===== config.mk =====
export PLATFORM = sky130hd
export DESIGN_NAME = xor_64
export DESIGN_NICKNAME = d
export VERILOG_FILES = /design/src/rtl/xor_64.sv
export SDC_FILE = /design/constraint.sdc
export NUM_CORES = 1
export LEC_CHECK = 0
export CAP_MARGIN = 20
export CORE_MARGIN = 10
export CORE_UTILIZATION = 38
export DETAILED_ROUTE_END_ITERATION = 6
export PLACE_DENSITY = 0.86
export SLEW_MARGIN = 20
export SYNTH_ARGS = -nofsm -noshare
export SYNTH_HDL_FRONTEND = slang
export SYNTH_SLANG_ARGS = --single-unit

===== constraint.sdc =====
create_clock -name clk -period 1.45 [get_ports clk]
set_input_delay 0.145 -clock clk [delete_from_list [all_inputs] [get_ports clk]]
set_output_delay 0.145 -clock clk [all_outputs]
set_load 0.01 [all_outputs]

===== src/rtl/xor_64.sv =====
// Registered 64-bit bitwise XOR unit with zero/sign/overflow flags.
// Datapath is one XOR cell per bit; the zero flag comes from an OR reduction tree.

module xor_64_cell (
  input  logic i_a,
  input  logic i_b,
  output logic o_y_c
);
  assign o_y_c = i_a ^ i_b;
endmodule

// Balanced OR reduction tree, split in halves recursively.
module xor_64_or_tree #(
  parameter int unsigned WIDTH = 64
) (
  input  logic [WIDTH-1:0] i_bits,
  output logic             o_any_c
);
  localparam int unsigned LO_W = WIDTH / 2;
  localparam int unsigned HI_W = WIDTH - LO_W;

  generate
    if (WIDTH == 1) begin : g_leaf
      assign o_any_c = i_bits[0];
    end else begin : g_node
      logic w_lo;
      logic w_hi;

      xor_64_or_tree #(.WIDTH(LO_W)) u_lo (
        .i_bits  (i_bits[LO_W-1:0]),
        .o_any_c (w_lo)
      );

      xor_64_or_tree #(.WIDTH(HI_W)) u_hi (
        .i_bits  (i_bits[WIDTH-1:LO_W]),
        .o_any_c (w_hi)
      );

      assign o_any_c = w_lo | w_hi;
    end
  endgenerate
endmodule

module xor_64 #(
  parameter int unsigned WIDTH = 64
) (
  input  logic             clk,
  input  logic             rst,
  input  logic [WIDTH-1:0] a,
  input  logic [WIDTH-1:0] b,
  input  logic             in_valid,
  output logic [WIDTH-1:0] out,
  output logic             out_valid,
  output logic             zf,
  output logic             sf,
  output logic             of
);
  localparam int unsigned MSB = WIDTH - 1;

  logic [WIDTH-1:0] w_xor;
  logic             w_any;
  logic             w_zf;
  logic             w_sf;

  logic [WIDTH-1:0] r_out;
  logic             r_out_valid;
  logic             r_zf;
  logic             r_sf;
  logic             r_of;

  // One independent XOR cell per bit position.
  generate
    for (genvar gi = 0; gi < WIDTH; gi++) begin : g_cell
      xor_64_cell u_cell (
        .i_a   (a[gi]),
        .i_b   (b[gi]),
        .o_y_c (w_xor[gi])
      );
    end
  endgenerate

  xor_64_or_tree #(.WIDTH(WIDTH)) u_zero_tree (
    .i_bits  (w_xor),
    .o_any_c (w_any)
  );

  assign w_zf = ~w_any;
  assign w_sf = w_xor[MSB];

  // Result and flags update only on a qualified capture; reset wins.
  always_ff @(posedge clk) begin
    if (rst) begin
      r_out       <= '0;
      r_zf        <= 1'b1;
      r_sf        <= 1'b0;
      r_of        <= 1'b0;
      r_out_valid <= 1'b0;
    end else begin
      r_out_valid <= in_valid;
      if (in_valid) begin
        r_out <= w_xor;
        r_zf  <= w_zf;
        r_sf  <= w_sf;
        r_of  <= 1'b0;
      end
    end
  end

  assign out       = r_out;
  assign out_valid = r_out_valid;
  assign zf        = r_zf;
  assign sf        = r_sf;
  assign of        = r_of;
endmodule


Word-level counts from Yosys, hierarchy flattened
Cells that the tools add are included.
{"block": "op_classes", "bitwise": 128}
{"operator": "1-bit XOR", "count": 64}
{"operator": "1-bit bitwise OR", "count": 63}
{"operator": "1-bit inverter", "count": 1}
{"block": "word_totals", "ff_bits": 67, "wordCells": 132, "inputBits": 131, "output_inout_bits": 68}

Longest topological paths before layout
Gate-level depths: netlist (run 1).
{"block": "depth", "word_depth": 8, "ltp_mapped": 5, "depth_no_buf": 5}

By module
A second synthesis (run 1) with hierarchy kept.
{"block": "unflattened", "hier_cells": 407, "area_unflattened_um2": 3811.2}
{"mod": "xor_64", "seq_area_each_um2": 1321.3, "cells_each": 216, "area_each_um2": 2376.0, "instances": 1}
{"mod": "xor_64_cell", "seq_area_each_um2": 0.0, "cells_each": 1, "area_each_um2": 8.8, "instances": 64}
{"mod": "xor_64_or_tree at u_zero_tree.g_node.u_hi.g_node.u_hi.g_node.u_hi.g_node.u_hi.g_node.u_hi.g_node.u_hi ...", "seq_area_each_um2": 0.0, "cells_each": 1, "area_each_um2": 7.5, "instances": 64}
{"mod": "xor_64_or_tree at u_zero_tree ...", "seq_area_each_um2": 0.0, "cells_each": 1, "area_each_um2": 6.3, "instances": 63}

Worst setup path before layout (run 1)
OpenSTA, ideal clock, no wires.
{"block": "synth_timing", "path_kind": "input to register", "start": "in b[38]", "end": "reg r_zf (netlist: zf)", "required_ps": 1381, "arrival_ps": 870, "n_path_buf": 0, "setup_time_ps": 69, "slack_ps": 511, "path_stages": 5, "cell_sequence": "xnor2_1 > nand4_1 > nor4_1 > nand3_1 > o21ai_1"}
{"block": "synth_via", "elab_chain_len": 8}
{"item": "start: declaration", "line": "50", "text": "input logic [WIDTH-1:0] b,"}
{"item": "1-bit XOR", "line": "9", "text": "assign o_y_c = i_a ^ i_b;"}
{"item": "1-bit bitwise OR (6 in a row)", "line": "39", "text": "assign o_any_c = w_lo | w_hi;"}
{"item": "1-bit inverter", "line": "87", "text": "assign w_zf = ~w_any;"}
{"item": "end signal: assignment", "line": "102", "text": "r_zf <= w_zf;"}
{"item": "end: declaration", "line": "67", "text": "logic r_zf;"}
No other way between the ends.
A chain may end at the register's enable or synchronous reset.

Worst setup path in the final report (run 1)
{"block": "layout_timing", "start": "reg r_out[20] (netlist: out[20])", "end": "out out[20]"}
{"item": "start: declaration", "line": "65", "text": "logic [WIDTH-1:0] r_out;"}
{"item": "start signal: assignment", "line": "101", "text": "r_out <= w_xor;"}
{"item": "end: declaration", "line": "52", "text": "output logic [WIDTH-1:0] out,"}
No word-level cell between the ends.

==> impl_metrics.json, run 1 <==
{
  "cts_setup_buffers": 0,
  "ys_seq_area_share_pct": 46.0,
  "drive_above_1_share_pct": 9.57,
  "clk_path_buf_depth": 2,
  "cp_max_fo": 2,
  "finalInstanceArea_um2": 5350,
  "synth_area_um2": 2870,
  "drt-initial-drc-count": 58,
  "place_hpwl_um": 9370,
  "syn_inst": 310,
  "power_density_nw_per_um2": 960,
  "maxCapViolCount": 0,
  "multi_input_area_um2": 1440,
  "synth_cell_type_count": 18,
  "crit_chain": "clkdlybuf4s50_1",
  "end_kind": "primary output",
  "fillers": 527,
  "setup_violations": 0,
  "grt_max_degree": 105,
  "critical_path_class": "flop to primary output",
  "antenna_found_initial": 0,
  "via_per_inst": 4.89,
  "utilization_pct": 73.4,
  "place_congestion": 0.895,
  "critPathSlowestCell": "clkdlybuf4s50_1",
  "ant_nets": 0,
  "synthToLayoutAreaGrowth_pct": 86.2,
  "clockRootBuffer": "clkbuf_8",
  "period_share_pct": 96.7,
  "chipHeight_um": 107,
  "clk_latency_ns": 0.33,
  "netlist_top_cells_area": "dfxtp_1 46%, xnor2_1 20%, a211oi_1 17%",
  "grt.overflow.total": 0,
  "core_area_um2": 7290,
  "cp_top_family": "buffers and inverters",
  "tns_ns": 0,
  "arrival_ns": 1.26,
  "antenna_cells": 0,
  "die_w_um": 107,
  "final_nets": 659,
  "start_kind": "flop",
  "async_flop_share_pct": 0,
  "dp_cells": 616,
  "hold_viol": 0,
  "clock-sinks": 66,
  "leakage_nw": 1.92,
  "syn_avg_cell_area_um2": 9.27,
  "synth-edff-count": 0,
  "yosys_warnings": 0,
  "status": "finished, final reports clean",
  "wire_per_inst_um": 17.8,
  "place_area_um2": 5130,
  "cts_hold_buf": 0,
  "htreeDepth": 3,
  "floorplan.die_area_um2": 11400,
  "wl_um": 11200,
  "grt_pass1_wl_um": 17000,
  "ir_worst_vdd_v": 0.000543,
  "fin_skew_ns": 0,
  "first_global_vias": 3301,
  "ys_ff_latch": 66,
  "path_buf_inv": 1,
  "rows": 31,
  "ios": 199,
  "cts_tree": "yes",
  "worstPathRequired_ns": 1.31,
  "finalWorstPathRequiredPeriod_ns": 1.40,
  "holdCritPathClass": "primary input to flop",
  "ys.flop_type": "dfxtp_1",
  "netlist.area_leader.share_pct": 46.0,
  "io_buffers": 197,
  "max_stage_delay_ns": 0.58,
  "syn_nets": 441,
  "via_count": 3088,
  "gr-usage-all-layers_pct": 18.9,
  "clkTransAtPathRegs_ns": 0.07,
  "grt_setup_unrepaired": "no",
  "cts_made_buffers": 9,
  "ys_top_cells_by_count": "66 x dfxtp_1, 66 x nor2_1, 64 x a211oi_1, 64 x xnor2_1, 15 x nand4_1",
  "cts_resized": 0,
  "slew_viol_final": 0,
  "finalPower_mw": 5.13,
  "final_cells": 632,
  "route.detailed.drc": 0,
  "start_util_pct": 39.4,
  "max_freq_mhz": 713,
  "seqCellArea_um2": 1320,
  "dr.pass1.iters": 4,
  "synth_top_area_cell": "dfxtp_1"
}
through the flow:
step | hold slack, ns | setup WS, ns
after floorplan | 0.374 | 0.511
after global placement | 0.469 | -0.216
after detailed placement | 0.476 | -0.244
after CTS | 0.156 | 0.0307
after global routing | 0.178 | 0.00336
final | 0.159 | 0.0481
flip-flops by register name (all words and copies together), names as in the netlist:
signal	flops
out	64
out_valid	1
zf	1
logic make-up (layout without fill, tap and decap cells):
family | Yosys count | in the layout | synth area share, %
buf+inv | 24 | 247 | 3.75
compound gates | 66 | 66 | 17.1
xor+xnor | 64 | 64 | 19.5
other cells | 1 | 1 | 0.131
simple gates | 89 | 89 | 13.5
flops | 66 | 66 | 46.0
layout by cell type, fill, tap and decap left out:
master / n
buf_4: 32
clkbuf_1: 1
clkinv_2: 2
nor4_1: 2
nand3_1: 2
clkdlybuf4s50_1: 195
clkinvlp_4: 1
inv_1: 1
nand4_1: 15
nor2_1: 66
nand2_1: 2
buf_2: 1
dfxtp_1: 66
a211oi_1: 64
xnor2_1: 64
buf_12: 2
a21oi_1: 1
o21ai_1: 1
nor3_1: 1
nor4_2: 1
conb_1: 1
bufinv_16: 2
clkbuf_8: 10
routing by layer:
| metal | vias up | share of wire (%) | track usage (%) |
|---|---|---|---|
| li1 | 1526 | - | - |
| met5 | - | 0 | 0 |
| met4 | 0 | 2.4 | 7.35 |
| met2 | 150 | 51 | 34.3 |
| met3 | 21 | 9.0 | 7.49 |
| met1 | 1391 | 38 | 19.0 |
layout make-up:
class / count / share of cell area (%)
clock buffers: 11 / 2.64
clock inverters: 5 / 1.45
inverters: 1 / 0.0702
multi-input cells: 220 / 27.0
flip-flops and latches: 66 / 24.7
well taps: 99 / 2.32
repair buffers: 230 / 41.8
path summary, 6_finish.rpt:
check	cells after the start	startpoint	slack, ns	to
worst max-delay path	1	out[20]	0.05	out[20]
worst min-delay path	2	rst	0.16	out[38]
worst max register to register	2	out[14]	0.64	out[14]
worst min register to register	2	out[54]	0.48	out[54]
report_power, final:
part	switching (mW)	internal, mW
Combinational	0.550	0.856
Sequential	0.0739	1.96
Clock	0.682	1.01
Note: power is estimated with default switching activity, not from simulation.
==> run 2, diff against run 1 <==
CORE_UTILIZATION = 39   (was 38)
CTS_BUF_LIST = sky130_fd_sc_hd__clkbuf_2   (was not set)
HOLD_SLACK_MARGIN = 0.12   (was not set)
MAX_ROUTING_LAYER = met4   (was not set)
PLACE_DENSITY = 0.88   (was 0.86)
==> impl_metrics.json, run 2 (same netlist as run 1, synthesis figures left out) <==
{
  "start_util_pct": 39.8,
  "largest_register_ffs": 64,
  "max_freq_mhz": 758,
  "synthToLayoutAreaGrowth_pct": 79.7,
  "fin_skew_ns": 0,
  "cp_max_fo": 2,
  "first_global_vias": 3255,
  "status": "finished, final reports clean",
  "grt_setup_unrepaired": "no",
  "reg2reg_slack_ns": 0.69,
  "clock-sinks": 66,
  "antenna_found_initial": 0,
  "place_congestion": 0.895,
  "place_hpwl_um": 9190,
  "die_w_um": 106,
  "clk_latency_ns": 0.46,
  "cts_setup_buffers": 0,
  "power_density_nw_per_um2": 838,
  "fillers": 582,
  "clk_path_buf_depth": 2,
  "finalPower_mw": 4.33,
  "utilization_pct": 71.5,
  "setup_violations": 0,
  "drt-initial-drc-count": 119,
  "final_cells": 631,
  "via_per_inst": 4.95,
  "htreeDepth": 3,
  "slew_viol_final": 0,
  "dr.max_layer_used": "met4",
  "ant_nets": 0,
  "clkTransAtPathRegs_ns": 0.19,
  "critPathSlowestCell": "nor4_1",
  "arrival_ns": 1.73,
  "hold_end": "out[32]",
  "ir_worst_vdd_v": 0.000432,
  "crit_chain": "clkdlybuf4s50_1 -> xnor2_1 -> nand4_1 -> nor4_1 -> nand3_1 -> o21ai_1",
  "dr.pass1.iters": 4,
  "grt_pass1_wl_um": 17300,
  "max_stage_delay_ns": 0.47,
  "worstPathRequired_ns": 1.86,
  "ios": 199,
  "holdCritPathClass": "primary input to flop",
  "hp-start": "a[32]",
  "wl_met1_um": 4530,
  "chipHeight_um": 106,
  "wl_met3_um": 643,
  "path_buf_inv": 1,
  "clockRootBuffer": "clkbuf_2",
  "min_path_cells": 3,
  "start_kind": "primary input",
  "gr-usage-all-layers_pct": 19.8,
  "antenna_cells": 0,
  "drive_above_1_share_pct": 8.83,
  "final_nets": 659,
  "critical_path_class": "primary input to flop",
  "cp_top_family": "simple AND/OR/NAND/NOR gates",
  "io_buffers": 197,
  "final_common_cell": "clkdlybuf4s50_1",
  "core_area_um2": 7210,
  "final_cell_mix": "128 x clkdlybuf4s50_1, 67 x dlygate4sd2_1, 66 x nor2_1, 65 x dfxtp_1",
  "rows": 31,
  "r2r-start": "out[39]",
  "grt_max_degree": 52,
  "met2_wirelength_um": 5720,
  "end_kind": "flop",
  "wire_per_inst_um": 17.5,
  "route.detailed.drc": 0,
  "period_share_pct": 91.0,
  "finalWorstPathRequiredPeriod_ns": 1.32,
  "hold_viol": 0,
  "grt.overflow.total": 0,
  "wl_um": 11100,
  "maxCapViolCount": 0,
  "dp_cells": 614,
  "leakage_nw": 2.10,
  "worst-r2r-cell-count": 2,
  "r2r-end": "out[39]",
  "cts_made_buffers": 9,
  "floorplan.die_area_um2": 11200,
  "via_count": 3123,
  "cts_tree": "yes"
}
## run 2: repair_timing
| item | CTS | global route |
|---|---|---|
| endpoints found under the hold margin | 22 | 0 |
| gates resized for setup | 68 | 0 |
| endpoints found under the setup margin | 67 | 0 |
| hold buffers | 2 | 0 |
## run 2: where the power goes
part           switching, mW  total, mW  internal [mW]
registers             0.0692       2.03           1.96
clock network          0.619      0.998          0.379
logic                  0.545       1.30          0.754
total                   1.23       4.33           3.09
## run 2: tightest hold or removal path: cells and delay by family
family,cells,cell delay [ns]
AO/OA/AOI/OAI,1,0.07
buffers and inverters,1,0.41
XOR/XNOR,1,0.19
## run 2: through the flow
stage / TNS, ns / worst slack (ns) / area, um2 / hold slack (ns)
5_1_grt: 0 / 0.0594 / 5160 / 0.334
3_3_place_gp: -0.323 / -0.323 / 5130 / 0.471
4_1_cts: 0 / 0.114 / 5160 / 0.330
6_report: 0 / 0.131 / 5160 / 0.371
3_5_place_dp: -0.357 / -0.357 / 5130 / 0.477
2_1_floorplan: 0 / 0.511 / 2870 / 0.374
## run 2: worst max path at each step
stage / startpoint / endpoint / slack (ns) / cells after the start
6_report: b[56] / zf / 0.13 / 6
5_1_grt: out[39] / out[39] / 0.06 / 1
4_1_cts: out[2] / out[2] / 0.11 / 1
3_5_place_dp: b[43] / zf / -0.36 / 6
3_3_place_gp: b[43] / zf / -0.32 / 6
2_1_floorplan: b[38] / zf / 0.51 / 5
## run 2: layout make-up
cell class                      count  area, um2  share of cell area, %
Timing Repair Buffer              230       2170                   42.1
Inverter                            1       3.75                 0.0727
Clock buffer                       10       50.0                  0.970
Multi-Input combinational cell    220       1440                   28.0
Clock inverter                      5       46.3                  0.897
Tap cell                           99        124                   2.40
Sequential cell                    66       1320                   25.6
## run 2: layer usage
layer,up-vias,track usage (%)
li1,1526,-
met1,1440,21.6
met2,142,33.8
met3,15,5.66
met4,0,6.38
met5,-,-
